### src/rtl/fifo_fwft_out.sv
// -----------------------------------------------------------------------------
// fifo_fwft_out
//
// Read-side output stage that sits directly behind the async FIFO read
// wrapper, in the read clock domain. It issues reads whenever the FIFO is not
// empty and there is room for the result. It captures the RAM output one
// cycle after each read. It then presents the words to the consumer as
// first-word-fall-through data on a valid/ready handshake.
//
// A 3-entry buffer with credit accounting (occupied entries + word in flight)
// sustains one word per clock. The read enable depends only on registers and
// the FIFO empty flag, so there is no combinational path from i_ready to
// o_fifo_rd_en.
//
// Ports:
//   clk            read-domain clock
//   reset_async_n  asynchronous reset, active low (deasserted via 2-flop sync)
//   i_fifo_empty   FIFO empty flag from the read wrapper
//   o_fifo_rd_en   FIFO read enable to the read wrapper
//   iv_fifo_dout   RAM read data, valid the cycle after o_fifo_rd_en=1
//   o_valid        ov_data holds a valid word
//   i_ready        consumer accepts the word this cycle
//   ov_data        head-of-buffer word (holds last value when o_valid=0)
//   ov_buf_cnt     number of occupied buffer entries (0..3), for debug
// -----------------------------------------------------------------------------
module fifo_fwft_out #(
    parameter int DATA_WIDTH = 8,
    parameter int BUF_DEPTH  = 3
) (
    input  logic                  clk,
    input  logic                  reset_async_n,
    input  logic                  i_fifo_empty,
    output logic                  o_fifo_rd_en,
    input  logic [DATA_WIDTH-1:0] iv_fifo_dout,
    output logic                  o_valid,
    input  logic                  i_ready,
    output logic [DATA_WIDTH-1:0] ov_data,
    output logic [1:0]            ov_buf_cnt
);

    // The credit arithmetic and the 2-bit occupancy port only work for
    // exactly three entries.
    if (BUF_DEPTH != 3) begin : g_bad_depth
        $error("fifo_fwft_out: BUF_DEPTH must be exactly 3");
    end

    // -------------------------------------------------------------------------
    // Reset synchronizer: asserts immediately and releases two edges later.
    // -------------------------------------------------------------------------
    logic [1:0] sync_reg;
    logic       reset_sync;

    always_ff @(posedge clk or negedge reset_async_n) begin
        if (!reset_async_n) begin
            sync_reg <= 2'b00;
        end else begin
            sync_reg <= {sync_reg[0], 1'b1};
        end
    end

    assign reset_sync = ~sync_reg[1];

    // -------------------------------------------------------------------------
    // Buffer state
    // -------------------------------------------------------------------------
    logic [DATA_WIDTH-1:0] buf_reg   [BUF_DEPTH];
    logic [DATA_WIDTH-1:0] buf_next  [BUF_DEPTH];
    logic [DATA_WIDTH-1:0] shift_src [BUF_DEPTH];
    logic [BUF_DEPTH-1:0]  wr_here;
    logic [BUF_DEPTH-1:0]  shift_here;

    logic [1:0] buf_cnt_reg;
    logic [1:0] buf_cnt_next;
    logic       inflight_reg;
    logic       valid_reg;
    logic       valid_next;

    logic       capture;
    logic       pop;
    logic [2:0] cnt_w;
    logic [2:0] credit;
    logic [2:0] cnt_sum;

    assign cnt_w  = {1'b0, buf_cnt_reg};
    assign credit = cnt_w + {2'b00, inflight_reg};

    // Credit only counts what is already committed (stored + in flight). A pop
    // this cycle frees a slot that is only reused next cycle. That costs
    // nothing at steady state, because buf_cnt=1 and inflight=1 still leave
    // one free credit.
    assign o_fifo_rd_en = ~reset_sync & ~i_fifo_empty & (credit < 3'd3);

    // A word read last cycle is on iv_fifo_dout now. It is always captured;
    // credit guarantees a free slot for it.
    assign capture = inflight_reg;
    assign pop     = valid_reg & i_ready;

    // 3 bits wide so that an impossible over/underflow remains observable.
    assign cnt_sum      = cnt_w + {2'b00, capture} - {2'b00, pop};
    assign buf_cnt_next = cnt_sum[1:0];
    assign valid_next   = (cnt_sum != 3'd0);

    // -------------------------------------------------------------------------
    // Per-entry next-state. Entry 0 is the head. On a pop every occupied entry
    // shifts down by one. A capture lands at the first free slot, measured
    // after the shift. Entries that are neither shifted nor written keep their
    // value. This lets the head keep its last word after the buffer drains.
    // -------------------------------------------------------------------------
    for (genvar gi = 0; gi < BUF_DEPTH; gi++) begin : g_entry
        localparam logic [2:0] IDX = 3'(gi);

        if (gi < BUF_DEPTH - 1) begin : g_mid
            assign shift_src[gi] = buf_reg[gi+1];
        end else begin : g_last
            // The last entry never has an occupied neighbour above it.
            assign shift_src[gi] = buf_reg[gi];
        end

        assign wr_here[gi]    = capture && ((pop ? (IDX + 3'd1) : IDX) == cnt_w);
        assign shift_here[gi] = pop && ((IDX + 3'd1) < cnt_w);
        assign buf_next[gi]   = wr_here[gi]    ? iv_fifo_dout  :
                                shift_here[gi] ? shift_src[gi] :
                                                 buf_reg[gi];
    end

    // -------------------------------------------------------------------------
    // State registers. Everything clears asynchronously. While the
    // synchronizer holds reset, no read is issued, so nothing is ever
    // captured or popped, and the state stays cleared.
    // -------------------------------------------------------------------------
    always_ff @(posedge clk or negedge reset_async_n) begin
        if (!reset_async_n) begin
            for (int i = 0; i < BUF_DEPTH; i++) begin
                buf_reg[i] <= '0;
            end
            buf_cnt_reg  <= 2'd0;
            inflight_reg <= 1'b0;
            valid_reg    <= 1'b0;
        end else begin
            for (int i = 0; i < BUF_DEPTH; i++) begin
                buf_reg[i] <= buf_next[i];
            end
            buf_cnt_reg  <= buf_cnt_next;
            inflight_reg <= o_fifo_rd_en;
            valid_reg    <= valid_next;
        end
    end

    assign o_valid    = valid_reg;
    assign ov_data    = buf_reg[0];
    assign ov_buf_cnt = buf_cnt_reg;

    // -------------------------------------------------------------------------
    // Safety checks: occupancy never leaves 0..3, and a capture never meets a
    // full buffer without a simultaneous pop.
    // -------------------------------------------------------------------------
    a_cnt_range: assert property (@(posedge clk) disable iff (!reset_async_n)
        cnt_sum <= 3'd3);

    a_no_overflow: assert property (@(posedge clk) disable iff (!reset_async_n)
        !(capture && (buf_cnt_reg == 2'd3) && !pop));

endmodule

### config.mk
export PLATFORM = sky130hd
export DESIGN_NAME = fifo_fwft_out
export DESIGN_NICKNAME = d
export VERILOG_FILES = /design/src/rtl/fifo_fwft_out.sv
export SDC_FILE = /design/constraint.sdc
export NUM_CORES = 1
export LEC_CHECK = 0
export CAP_MARGIN = 40
export CORE_AREA = 3 3 74 76
export CTS_CLUSTER_SIZE = 14
export DETAILED_ROUTE_END_ITERATION = 8
export DIE_AREA = 0 0 77 79
export DONT_BUFFER_PORTS = 1
export PLACE_DENSITY_LB_ADDON = 0.08
export SKIP_CTS_REPAIR_TIMING = 1
export SLEW_MARGIN = 30
export SYNTH_ARGS = -nofsm -noshare
export SYNTH_HDL_FRONTEND = slang
export SYNTH_SLANG_ARGS = --single-unit
### constraint.sdc
create_clock -name clk -period 2 [get_ports clk]
set_input_delay 0.4 -clock clk [delete_from_list [all_inputs] [get_ports clk]]
set_output_delay 0.4 -clock clk [all_outputs]
set_load 0.01 [all_outputs]
==> Implementation_results.wiki <==
{| class="wikitable"
! Metric !! Value
|-
| Run status || finished clean
|-
| Final cycle utilization of the critical path || 0.911
|-
| Global routing usage summed across all routing layers || 0.108
|-
| Overall power consumption || ~2.6 mW
|-
| CTS root buf || sky130_fd_sc_hd__clkbuf_8
|-
| Number of buffers added by the clock tree synthesis step || 5
|-
| Reg-to-reg slack, setup || 0.22 ns
|-
| Capture point of the worst reg-to-reg path || o_valid$_DFF_PN0_
|-
| Final std cells w/o fill || roughly 180
|-
| Post-synthesis instance area || between 1000 and 1500 um2
|-
| Post-route worst hold slack || 0.267 ns
|-
| Number of top-level pins || 24
|-
| Final hold vios || 0
|-
| Number of iterations in the first detailed-routing pass || 3
|-
| Post-synthesis cell count || around 110
|-
| Maximum number of pins on one net before global-route repair || 31
|-
| Die span in x || 77 um
|-
| Via-to-Cell Ratio || ~4.6
|-
| Number of placed cells counting well taps || about 170
|-
| Clock share of power || 0.235
|-
| First element of the critical path || capture$_DFF_PN0_
|-
| Slowest stage cell, crit path || sky130_fd_sc_hd__dfrtp_2
|-
| Layout-stage area growth over the synthesis result || 13.6%
|-
| Port buffer count || 0
|-
| Power share of the combinational group || 0.342
|-
| Total power density per cell area || 1580 nW/um2
|-
| Buffer levels on the longest clock path || 2
|-
| Data arrival, critical path || between 1 and 1.5 ns
|-
| Setup skew after layout || 0.00704 ns
|-
| Required time at the worst-slack endpoint || 1.60 ns
|-
| Largest register FFs || 16
|-
| Count of warnings emitted by yosys || 0
|-
| Most common cell after layout, fill and taps aside || sky130_fd_sc_hd__dfrtp_1
|-
| DP Wirelength || just under 2 mm
|-
| Commonest cells after routing, fill and taps aside || sky130_fd_sc_hd__dfrtp_1 (29), sky130_fd_sc_hd__mux2_2 (24), sky130_fd_sc_hd__and2_1 (9), sky130_fd_sc_hd__a221o_2 (8), sky130_fd_sc_hd__clkbuf_8 (6)
|-
| Max-Cap Viols || 0
|-
| Final cell utilization of the core || 0.345
|-
| Effective utilization at floorplan || 0.303
|-
| Mean instance size in the synthesized netlist || 13.6 um2
|-
| Sum of routed wire length over all layers || around 2.8 mm
|-
| Peak Freq || 549 MHz
|-
| Time the worst path needs with I/O delays and setup || between 1.5 and 2 ns
|-
| Pins Over Slew Limit || 0
|-
| Switching Power || 797 uW
|-
| Number of nets in the layout || around 130
|-
| Sum of overflow across all layers after global routing || 0
|-
| Cell mode on critical path || sky130_fd_sc_hd__ha_1
|-
| Final setup fails || 0
|-
| Via count of the first global-routing pass || 900
|-
| Count of unresolved DRC violations after routing || 0
|-
| Die Height || 79 um
|-
| Total number of vias || 815
|-
| Switching part of the total power || 0.306
|-
| Final weighted congestion in routability-driven placement || around 0.65
|-
| Clock sink total || 30
|-
| Post-route ant nets || 0
|-
| Startpoint types || register
|-
| Worst skew pair latency || 0.28 ns
|-
| Number of cells on the worst reg-to-reg path || 6
|-
| Largest fanout on the critical path || 2
|-
| Sequential area share after synthesis || 0.517
|-
| Critical Path Max Stage Delay || approximately 0.40 ns
|-
| TritonCTS clock tree || yes
|-
| Sequential share of power || 0.423
|-
| LEAKAGE || 0.723 nW
|-
| First-pass GRT wire length || about 4.9 mm
|-
| Largest vdd supply drop || roughly 0.47 mV
|-
| Std-Cell Core Area || between 4000 and 5000 um2
|-
| Min-Delay Path Class || input pin to register
|-
| Routed length per placed instance || ~16 um
|-
| Count of inserted antenna diode cells || 0
|-
| Fraction of layout cells with a size suffix above 1 || 0.477
|-
| Iteration-0 DRC count of the detailed router || between 50 and 60
|-
| Clock transition at the registers of the reported paths || approximately 0.06 ns
|-
| Critical Path Sink Type || primary output
|-
| Post-Syn Nets || approximately 120
|-
| Worst setup path category || register to primary output
|-
| RSZ-0062 raised after global routing || false
|-
| Cell breakdown of the critical path || ha_1 -> ha_1 -> nor2_1 -> nand2_1 -> a21oi_4
|-
| Synthesized flop and latch total || 30
|-
| H-tree levels || 2
|-
| Critical Path End || o_fifo_rd_en
|-
| Number of distinct standard cells referenced by the synthesized netlist || 25
|-
| Total internal power || about 1.8 mW
|-
| Total number of placement rows || 25
|-
| Full die area || 6080 um2
|-
| Critical register-to-register path startpoint || capture$_DFF_PN0_
|-
| Number of antenna violations at the first check in global routing || 0
|}
stage by stage:
| step | setup TNS, ns | worst slack (ns) | instance area (um2) |
|---|---|---|---|
| floorplan | 0 | 0.235 | 1450 |
| global placement | 0 | 0.246 | 1490 |
| detailed placement | 0 | 0.225 | 1490 |
| CTS | -0.00313 | -0.00313 | 1600 |
| global route | 0 | 0.0420 | 1650 |
| finish | 0 | 0.178 | 1650 |
layout make-up:
type / instances / area, um2
Fill cell: 471 / 3140
Multi-Input combinational cell: 66 / 633
Clock buffer: 6 / 82.6
Inverter: 2 / 7.51
Sequential cell: 30 / 752
Timing Repair Buffer: 6 / 60.1
Tap cell: 67 / 83.8
Clock inverter: 1 / 30.0
synthesized netlist by cell type:
cell,number,area share
sky130_fd_sc_hd__or3_1,1,0.0043
sky130_fd_sc_hd__and4_2,1,0.0069
sky130_fd_sc_hd__inv_1,2,0.0052
sky130_fd_sc_hd__nand3_1,1,0.0034
sky130_fd_sc_hd__buf_4,8,0.041
sky130_fd_sc_hd__mux2_2,24,0.19
sky130_fd_sc_hd__conb_1,1,0.0026
sky130_fd_sc_hd__a211oi_4,1,0.014
sky130_fd_sc_hd__and3_2,1,0.0052
sky130_fd_sc_hd__buf_6,1,0.0078
sky130_fd_sc_hd__a21oi_1,3,0.010
sky130_fd_sc_hd__and2_1,9,0.039
sky130_fd_sc_hd__nor2_1,2,0.0052
sky130_fd_sc_hd__nor2b_1,1,0.0043
sky130_fd_sc_hd__nand4_2,1,0.0086
sky130_fd_sc_hd__xor2_1,1,0.0060
sky130_fd_sc_hd__nand2b_1,1,0.0043
sky130_fd_sc_hd__dfrtp_1,30,0.52
sky130_fd_sc_hd__ha_1,3,0.026
sky130_fd_sc_hd__a21oi_2,1,0.0060
sky130_fd_sc_hd__a221o_2,8,0.062
sky130_fd_sc_hd__a22oi_4,1,0.015
sky130_fd_sc_hd__a21o_2,1,0.0060
sky130_fd_sc_hd__nand2_1,3,0.0078
sky130_fd_sc_hd__xnor2_1,1,0.0060
power by group through the flow:
stage | Combinational, mW | Sequential (mW) | Clock (mW)
6_report | 0.889 | 1.10 | 0.612
5_1_grt | 0.998 | 1.15 | 0.673
4_1_cts | 0.847 | 1.11 | 0.644
3_5_place_dp | 0.841 | 1.13 | 0
3_3_place_gp | 0.830 | 1.12 | 0
2_1_floorplan | 0.843 | 1.04 | 0
cell families after synthesis:
| group | Yosys count | share of synthesized area |
|---|---|---|
| AND/OR/NAND/NOR | 21 | 0.0888 |
| buffers and inverters | 11 | 0.0543 |
| adder cells (fa/ha/maj) | 3 | 0.0259 |
| flip-flops | 30 | 0.517 |
| XOR/XNOR | 2 | 0.0121 |
| multiplexers | 24 | 0.186 |
| AO/OA/AOI/OAI | 15 | 0.113 |
| other | 1 | 0.00258 |
layer usage:
metal	share of wire	vias up	routed length (um)	global-route usage
li1	-	391	-	-
met5	0	-	0	0
met2	0.43	19	1210	0.150
met3	0.076	7	215	0.0522
met4	0.018	0	51	0.0480
met1	0.48	398	1360	0.140
worst min-delay path by stage:
stage | startpoint | to | slack, ns | depth (start not counted)
3_5_place_dp | reset_async_n | o_valid$_DFF_PN0_ | 0.11 | 0
4_1_cts | reset_async_n | buf_reg[6]$_DFFE_PN0P_ | -0.20 | 0
6_report | iv_fifo_dout[5] | buf_reg[13]$_DFFE_PN0P_ | 0.27 | 1
2_1_floorplan | reset_async_n | buf_reg[0]$_DFFE_PN0P_ | 0.10 | 0
3_3_place_gp | reset_async_n | o_valid$_DFF_PN0_ | 0.11 | 0
5_1_grt | iv_fifo_dout[1] | buf_reg[1]$_DFFE_PN0P_ | 0.25 | 1
worst max-delay path: cells and delay by family, from the launching register on:
family / cells / cell delay [ns]
AND/OR/NAND/NOR: 2 / 0.20
AO/OA/AOI/OAI: 1 / 0.16
adder cells (fa/ha/maj): 2 / 0.38
flip-flops: 1 / 0.40
(Power assumes the default switching activity.)
